File: config.mk
export PLATFORM = sky130hd
export DESIGN_NAME = bike_bram_serializer
export DESIGN_NICKNAME = d
export VERILOG_FILES = /design/src/rtl/bike_bram_serializer_pkg.sv /design/src/rtl/bike_subword_select.sv /design/src/rtl/bike_bram_serializer.sv
export SDC_FILE = /design/constraint.sdc
export NUM_CORES = 1
export LEC_CHECK = 0
export BUFFER_PORTS_ARGS = -buffer_cell sky130_fd_sc_hd__buf_2
export CAP_MARGIN = 25
export CORE_MARGIN = 3
export CORE_UTILIZATION = 30
export CTS_CLUSTER_DIAMETER = 80
export DETAILED_ROUTE_END_ITERATION = 6
export PLACE_DENSITY = 0.57
export SYNTH_ARGS = -nofsm -noshare
export SYNTH_HDL_FRONTEND = slang
export SYNTH_SLANG_ARGS = --single-unit
File: constraint.sdc
create_clock -name clk -period 3.7 [get_ports clk]
set_input_delay 0 -clock clk [delete_from_list [all_inputs] [get_ports clk]]
set_output_delay 0 -clock clk [all_outputs]
set_load 0.02 [all_outputs]
File: src/rtl/bike_bram_serializer_pkg.sv
// Shared constants and types for the BIKE polynomial BRAM serializer.
// Provides ceiling division, the derived sizing helpers (wide words, sub-words
// per wide word, 32-bit output words, tail bits) and the serializer state enum.
package bike_bram_serializer_pkg;

  typedef enum logic [1:0] {
    SER_IDLE = 2'd0,
    SER_RUN  = 2'd1,
    SER_DONE = 2'd2
  } ser_state_e;

  // Ceiling of a/b for positive integers.
  function automatic int unsigned div_and_ceil(input int unsigned a, input int unsigned b);
    return (a + b - 1) / b;
  endfunction

  // Wide memory words holding the polynomial.
  function automatic int unsigned ser_num_words(input int unsigned r_bits, input int unsigned b_width);
    return div_and_ceil(r_bits, b_width);
  endfunction

  // 32-bit sub-words per wide memory word.
  function automatic int unsigned ser_subw(input int unsigned b_width);
    return b_width / 32;
  endfunction

  // 32-bit words in the output stream.
  function automatic int unsigned ser_num_out(input int unsigned r_bits);
    return div_and_ceil(r_bits, 32);
  endfunction

  // Valid bits in the final output word (0 means the word is full).
  function automatic int unsigned ser_tail(input int unsigned r_bits);
    return r_bits % 32;
  endfunction

endpackage

File: src/rtl/bike_subword_select.sv
// Combinational 32-bit slice of a wide memory word, with optional tail masking.
// Ports:
//   word_i   - wide word to slice (B_WIDTH bits)
//   idx_i    - sub-word index, 0 selects bits 31:0
//   last_i   - slice is the final word of the polynomial
//   data_c_o - selected (and possibly masked) 32-bit word, combinational
// Build option: BIKE_SERIALIZER_TAIL_MASK_EN clears bits [31:TAIL] of the
// final word; without it the final word passes through unmodified.
module bike_subword_select
  import bike_bram_serializer_pkg::*;
#(
  parameter int unsigned B_WIDTH = 128,
  parameter int unsigned R_BITS  = 12323,
  parameter int unsigned IDX_W   = 2
) (
  input  logic [B_WIDTH-1:0] word_i,
  input  logic [IDX_W-1:0]   idx_i,
  input  logic               last_i,
  output logic [31:0]        data_c_o
);

  localparam int unsigned SUBW = ser_subw(B_WIDTH);
  localparam int unsigned TAIL = ser_tail(R_BITS);

`ifdef BIKE_SERIALIZER_TAIL_MASK_EN
  localparam bit MASK_EN = 1'b1;
`else
  localparam bit MASK_EN = 1'b0;
`endif

  localparam logic [31:0] TAIL_MASK = (TAIL == 0) ? 32'hFFFF_FFFF
                                                  : 32'((64'd1 << TAIL) - 64'd1);

  // Sub-word mux followed by the tail mask.
  always_comb begin
    data_c_o = '0;
    for (int unsigned k = 0; k < SUBW; k++) begin
      if (idx_i == IDX_W'(k)) data_c_o = word_i[k*32 +: 32];
    end
    if (MASK_EN && last_i) data_c_o = data_c_o & TAIL_MASK;
  end

endmodule

File: src/rtl/bike_bram_serializer.sv
// Read-side streamer: on start, reads wide words 0..NUM_WORDS-1 from the
// polynomial BRAM port and emits the R_BITS polynomial as 32-bit words,
// least-significant first, under valid/ready.
// Ports:
//   clk, reset          - clock, synchronous active-high reset
//   start               - one-cycle request (honoured only when idle)
//   busy, done          - transfer in progress / one-cycle completion pulse
//   mem_ren, mem_addr   - wide-port read request (data one cycle later)
//   mem_dout            - wide-port read data
//   m_data, m_valid,
//   m_ready, m_last     - 32-bit output stream
// Build option: BIKE_SERIALIZER_TAIL_MASK_EN masks unused bits of the last word.
module bike_bram_serializer
  import bike_bram_serializer_pkg::*;
#(
  parameter int unsigned B_WIDTH   = 128,
  parameter int unsigned R_BITS    = 12323,
  parameter int unsigned LOGSWORDS = $clog2(div_and_ceil(R_BITS, B_WIDTH))
) (
  input  logic                 clk,
  input  logic                 reset,
  input  logic                 start,
  output logic                 busy,
  output logic                 done,
  output logic                 mem_ren,
  output logic [LOGSWORDS-1:0] mem_addr,
  input  logic [B_WIDTH-1:0]   mem_dout,
  output logic [31:0]          m_data,
  output logic                 m_valid,
  input  logic                 m_ready,
  output logic                 m_last
);

  localparam int unsigned NUM_WORDS = ser_num_words(R_BITS, B_WIDTH);
  localparam int unsigned SUBW      = ser_subw(B_WIDTH);
  localparam int unsigned NUM_OUT   = ser_num_out(R_BITS);
  localparam int unsigned SUB_W     = (SUBW > 1) ? $clog2(SUBW) : 1;
  localparam int unsigned OUT_W     = $clog2(NUM_OUT + 1);
  localparam int unsigned RD_W      = $clog2(NUM_WORDS + 1);

  ser_state_e           state_q;
  logic                 busy_q, done_q;
  logic                 ren_q, ren_d;
  logic                 rvalid_q;
  logic [LOGSWORDS-1:0] addr_q, addr_d;
  logic [RD_W-1:0]      rd_cnt_q, rd_cnt_d;
  logic [B_WIDTH-1:0]   pend_q, pend_d;
  logic                 pend_vld_q, pend_vld_d;
  logic [B_WIDTH-1:0]   act_q, act_d;
  logic                 act_vld_q, act_vld_d;
  logic [SUB_W-1:0]     sub_q, sub_d;
  logic [OUT_W-1:0]     out_cnt_q, out_cnt_d;
  logic [31:0]          m_data_q;
  logic                 m_last_q;

  logic        hs, out_last, act_free, last_d;
  logic [31:0] sel_c;

  assign hs       = act_vld_q && m_ready;
  assign out_last = (out_cnt_q == OUT_W'(NUM_OUT - 1));
  // Active register is free if empty or its last emitted sub-word leaves now;
  // the final wide word ends early at the last output word.
  assign act_free = !act_vld_q || (hs && ((sub_q == SUB_W'(SUBW - 1)) || out_last));

  // Fetch engine and emission next-state.
  always_comb begin
    ren_d      = 1'b0;
    addr_d     = addr_q;
    rd_cnt_d   = rd_cnt_q;
    pend_d     = pend_q;
    pend_vld_d = pend_vld_q;
    act_d      = act_q;
    act_vld_d  = act_vld_q;
    sub_d      = sub_q;
    out_cnt_d  = out_cnt_q;
    unique case (state_q)
      SER_IDLE: begin
        if (start) begin
          ren_d    = 1'b1;
          addr_d   = '0;
          rd_cnt_d = RD_W'(1);
        end
      end
      SER_RUN: begin
        if (hs) begin
          out_cnt_d = out_cnt_q + OUT_W'(1);
          sub_d     = sub_q + SUB_W'(1);
        end
        if (act_free) begin
          sub_d     = '0;
          act_vld_d = 1'b0;
          if (pend_vld_q) begin
            act_d      = pend_q;
            act_vld_d  = 1'b1;
            pend_vld_d = 1'b0;
          end else if (rvalid_q) begin
            act_d     = mem_dout;
            act_vld_d = 1'b1;
          end
        end
        // Returning data bypasses pending only when it can go straight to active.
        if (rvalid_q && !(act_free && !pend_vld_q)) begin
          pend_d     = mem_dout;
          pend_vld_d = 1'b1;
        end
        // Issue only when the returning word is guaranteed a free slot.
        if ((rd_cnt_q != RD_W'(NUM_WORDS)) && !ren_q && !pend_vld_d) begin
          ren_d    = 1'b1;
          addr_d   = LOGSWORDS'(rd_cnt_q);
          rd_cnt_d = rd_cnt_q + RD_W'(1);
        end
      end
      default: begin
        addr_d     = '0;
        rd_cnt_d   = '0;
        pend_vld_d = 1'b0;
        act_vld_d  = 1'b0;
        sub_d      = '0;
        out_cnt_d  = '0;
      end
    endcase
  end

  assign last_d = act_vld_d && (out_cnt_d == OUT_W'(NUM_OUT - 1));

  bike_subword_select #(
    .B_WIDTH(B_WIDTH),
    .R_BITS (R_BITS),
    .IDX_W  (SUB_W)
  ) u_sel (
    .word_i  (act_d),
    .idx_i   (sub_d),
    .last_i  (last_d),
    .data_c_o(sel_c)
  );

  // Control FSM plus all state and output registers.
  always_ff @(posedge clk) begin
    if (reset) begin
      state_q    <= SER_IDLE;
      busy_q     <= 1'b0;
      done_q     <= 1'b0;
      ren_q      <= 1'b0;
      rvalid_q   <= 1'b0;
      addr_q     <= '0;
      rd_cnt_q   <= '0;
      pend_q     <= '0;
      pend_vld_q <= 1'b0;
      act_q      <= '0;
      act_vld_q  <= 1'b0;
      sub_q      <= '0;
      out_cnt_q  <= '0;
      m_data_q   <= '0;
      m_last_q   <= 1'b0;
    end else begin
      ren_q      <= ren_d;
      rvalid_q   <= ren_q;
      addr_q     <= addr_d;
      rd_cnt_q   <= rd_cnt_d;
      pend_q     <= pend_d;
      pend_vld_q <= pend_vld_d;
      act_q      <= act_d;
      act_vld_q  <= act_vld_d;
      sub_q      <= sub_d;
      out_cnt_q  <= out_cnt_d;
      m_data_q   <= act_vld_d ? sel_c : 32'h0;
      m_last_q   <= last_d;
      done_q     <= 1'b0;
      unique case (state_q)
        SER_IDLE: begin
          if (start) begin
            state_q <= SER_RUN;
            busy_q  <= 1'b1;
          end
        end
        SER_RUN: begin
          if (hs && out_last) begin
            state_q <= SER_DONE;
            busy_q  <= 1'b0;
            done_q  <= 1'b1;
          end
        end
        default: state_q <= SER_IDLE;
      endcase
    end
  end

  assign busy     = busy_q;
  assign done     = done_q;
  assign mem_ren  = ren_q;
  assign mem_addr = addr_q;
  assign m_data   = m_data_q;
  assign m_valid  = act_vld_q;
  assign m_last   = m_last_q;

endmodule

==> metrics.md <==
| Metric | Value |
|---|---|
| Post-Synth Simple-Gate Area | `between 20% and 30%` |
| Drt first pass iters | `5` |
| Detail-routed via count per cell | `roughly 5` |
| CP Class | `flip-flop to flip-flop` |
| Initial antenna violation count | `0` |
| Top Family by Delay on Critical Path | `simple AND/OR/NAND/NOR gates` |
| Worst hold-check path type | `input port to flip-flop` |
| Boundary pin count | `176` |
| Slew Limit Fails | `0` |
| Register Area | `~6500 µm²` |
| Fin area | `roughly 17000 µm²` |
| 1st-iter DRT viols | `slightly below 900` |
| Syn Std Cell Area | `about 14000 µm²` |
| Yosys reg bits | `about 320` |
| Pwr/cell area | `about 450 nW/µm²` |
| Share of cells above drive strength 1 | `about 16%` |
| Die width | `~220 µm` |
| CP Launch Type | `flip-flop` |
| Top FF cell, synth | `dfxtp_1` |
| First-pass GRT wire length | `between 60 and 70 mm` |
| Final Util | `roughly two fifths` |
| Critical R2R Launch | `out_cnt_q[0]$_SDFF_PP0_` |
| Leak | `6.45 nW` |
| CTS-repair resized insts | `0` |
| Maximum vdd ir drop | `about 0.25 mV` |
| PortBufs | `between 150 and 200` |
| Synth Warn # | `0` |
| Gpl congestion | `roughly 0.83` |
| Number of flops mapped to enable cells by yosys | `0` |
| Wirelength per Cell | `between 15 and 20 µm` |
| Die area | `47700 µm²` |
| CP max stage delay | `640 ps` |
| Tcrit/Tclk final | `a little under 90%` |
| WHS | `about 45 ps` |
| Final Total Pwr | `approximately 7.9 mW` |
| All-Layer GR Usage | `18.0%` |
| Power share of the combinational group | `under 10%` |
| XOR/XNOR share of the synthesized area | `less than 1%` |
| HPWL Detailed | `28.2 mm` |
| Clock Path Buffers | `3` |
| Clk root buf | `clkbuf_16` |
| Slew HR | `between 30% and 40%` |
| Reg clk slew, reported paths | `60 ps` |
| Most frequent cells in the layout | `324 x nand2_1, 320 x dfxtp_1, 227 x nor2_1` |
| Commonest non-fill, non-tap cell in the layout | `nand2_1` |
| Largest net degree at the start of global routing | `~120` |
| Cell count after synthesis | `between 1500 and 2000` |
| Post-Route WL | `about 44 mm` |
| Post-DRT Antenna Nets | `0` |
| Clk_skew | `between 20 and 25 ps` |
| Dpl cell area | `between 10000 and 15000 µm²` |
| Slew @ Worst Pin | `940 ps` |
| Netlist cell types | `57` |
| Switch share | `24.2%` |
| Internal Power | `5.98 mW` |
| Ant. Diodes | `0` |
| Final setup fails | `0` |
| CP Cell Sequence | `ha_1 > or4bb_1 > or4_1 > a32oi_4 > nand2_1 > a2bb2oi_1 > o221ai_1` |
| Adder-Cell Fraction of Synth Area | `less than 1%` |
| Bufs and invs on worst path | `0` |
| Fin Setup TNS | `0 ps` |
| Initial Util | `30.5%` |
| CTS sink cnt | `between 300 and 400` |
| Total CTS buffers | `37` |
| Residual DRC | `0` |
| Arr. time, crit path | `roughly 3700 ps` |
| RSZ-0062 raised after global routing | `no` |
| Synthesized netlist net count | `1801` |
| Layout area overhead | `27.9%` |
| Part of the Yosys area used for sequential elements | `between 40 and 50%` |
| Status | `complete, no violations` |
| Syn_area_per_cell | `8.14 µm²` |
| Row count | `77` |
| FMAX | `309 MHz` |
| Asr flop ratio synth | `0%` |
| H-Tree Level Count | `2` |
| Core area | `between 40000 and 50000 µm²` |
| Die Span Y | `between 200 and 250 µm` |
| Via count | `12800` |
| Fin nets | `2026` |
| Fill cells | `between 4000 and 5000` |
| Largest family of logic cells by synthesized area | `compound AO/OA/AOI/OAI gates` |
| Critical Path Slowest Stage Cell | `or4_1` |
| Final hold viol count | `0` |
| Hold path startpoint | `m_ready` |
| CTS tree | `done` |
| CP Launch Point | `out_cnt_q[0]$_SDFF_PP0_` |
| Most area-consuming cells after synthesis | `dfxtp_1 48%, nand2_1 9.0%, nor2_1 6.3%` |
| CP max FO | `13` |
| Clock group share of total power | `a little under half` |
| NetSw | `about 1.9 mW` |
| Dominant cell type by area after synthesis | `dfxtp_1` |
| FF-to-FF setup slack | `460 ps` |
| Post-synthesis compound-gate area fraction | `22.8%` |
| Multi-input combinational cell area | `6480 µm²` |
| Sequential share of power | `between 40% and 50%` |
| Worst Setup End Kind | `flip-flop` |
| Max cap viols | `0` |
| Post-synth top area share | `between 40% and 50%` |
| Mux contribution to synthesized area | `roughly 2.6%` |
| Vias in the first global route | `12400` |
| Crit path required time | `4140 ps` |
| Final Critical Period | `roughly 3200 ps` |
| Clk_lat worst skew | `about 550 ps` |
| GRT overflow | `0` |
[power by group through the flow]
| stage | clock, mW | combinational, mW | sequential, mW |
|---|---|---|---|
| global placement | 0 | 0.550 | 3.65 |
| detailed placement | 0 | 0.558 | 3.65 |
| global route | 3.85 | 0.739 | 3.58 |
| CTS | 3.72 | 0.677 | 3.58 |
| finish | 3.63 | 0.675 | 3.58 |
| floorplan | 0 | 0.351 | 3.64 |
[tightest hold or removal path: stages]
cell and delay (ps):
buf_2 160, nand3_1 180, a21oi_1 110, nor2_1 80
[cells in the mapped netlist (3+ instances only)]
| library cell | count |
|---|---|
| a21oi_1 | 142 |
| a22oi_1 | 25 |
| o21ai_0 | 64 |
| xnor2_1 | 6 |
| nand3_1 | 5 |
| buf_6 | 6 |
| or4_1 | 15 |
| xor2_1 | 3 |
| dfxtp_1 | 322 |
| or3_1 | 8 |
| a211oi_1 | 14 |
| buf_1 | 8 |
| or2_2 | 3 |
| nor2b_1 | 25 |
| clkbuf_1 | 109 |
| and2_1 | 3 |
| nand2_1 | 325 |
| mux2_2 | 28 |
| nand4_1 | 6 |
| ha_1 | 5 |
| nor3_1 | 44 |
| a211o_1 | 7 |
| o221ai_1 | 15 |
| nor2_1 | 228 |
| buf_2 | 18 |
| a31oi_1 | 4 |
| inv_1 | 9 |
| a2bb2oi_1 | 88 |
| o22ai_1 | 77 |
| nand2b_1 | 5 |
| o22a_1 | 15 |
[stage by stage]
step                      std cells  worst slack (ps)
after CTS                      2509               455
after global routing           2509               243
after floorplan                1664               982
after global placement         2313               533
final                          2509               461
after detailed placement       2313               468
[path summary, 6_finish.rpt]
check                                                to  cells past startpoint
worst min register to register  pend_q[59]$_SDFFE_PP0P_                      2
worst max register to register    m_data[13]$_SDFF_PP0_                      7
worst min-delay path            out_cnt_q[1]$_SDFF_PP0_                      4
worst max-delay path              m_data[13]$_SDFF_PP0_                      7
[final cells by class]
class                   count  share of cell area [%]
clock inverters            12                   0.701
well taps                 592                    4.28
inverters                  10                   0.217
multi-input cells        1189                    37.4
flip-flops and latches    322                    37.3
repair buffers            329                    13.9
clock buffers              55                    6.20
[state kept, by name, summed over array words and instances (netlist names)]
signal	flops
pend_vld_q	1
state_q	2
m_valid	1
busy	1
mem_ren	1
mem_addr	7
rd_cnt_q	7
m_last	1
done	1
sub_q	2
rvalid_q	1
out_cnt_q	9
act_q	128
pend_q	128
m_data	32
[logic make-up (layout without fill, tap and decap cells)]
group	Yosys count	in the layout
mux	31	31
buf+inv	153	406
fa+ha+maj	6	6
xor+xnor	9	9
simple gates	679	679
flops	322	322
compound gates	464	464
[metal layers]
layer  wire length, µm  track usage (%)
met5                 0                0
met4              1210             6.26
met3              2410             3.18
met2             21500             30.9
met1             19100             22.6
[timing repair]
action	in CTS	in global routing
hold buffers	129	0
endpoints found under the setup margin	0	0
hold endpoints to repair	251	0
buffers inserted	0	0
No activity file was read; power rests on OpenSTA's default activity.
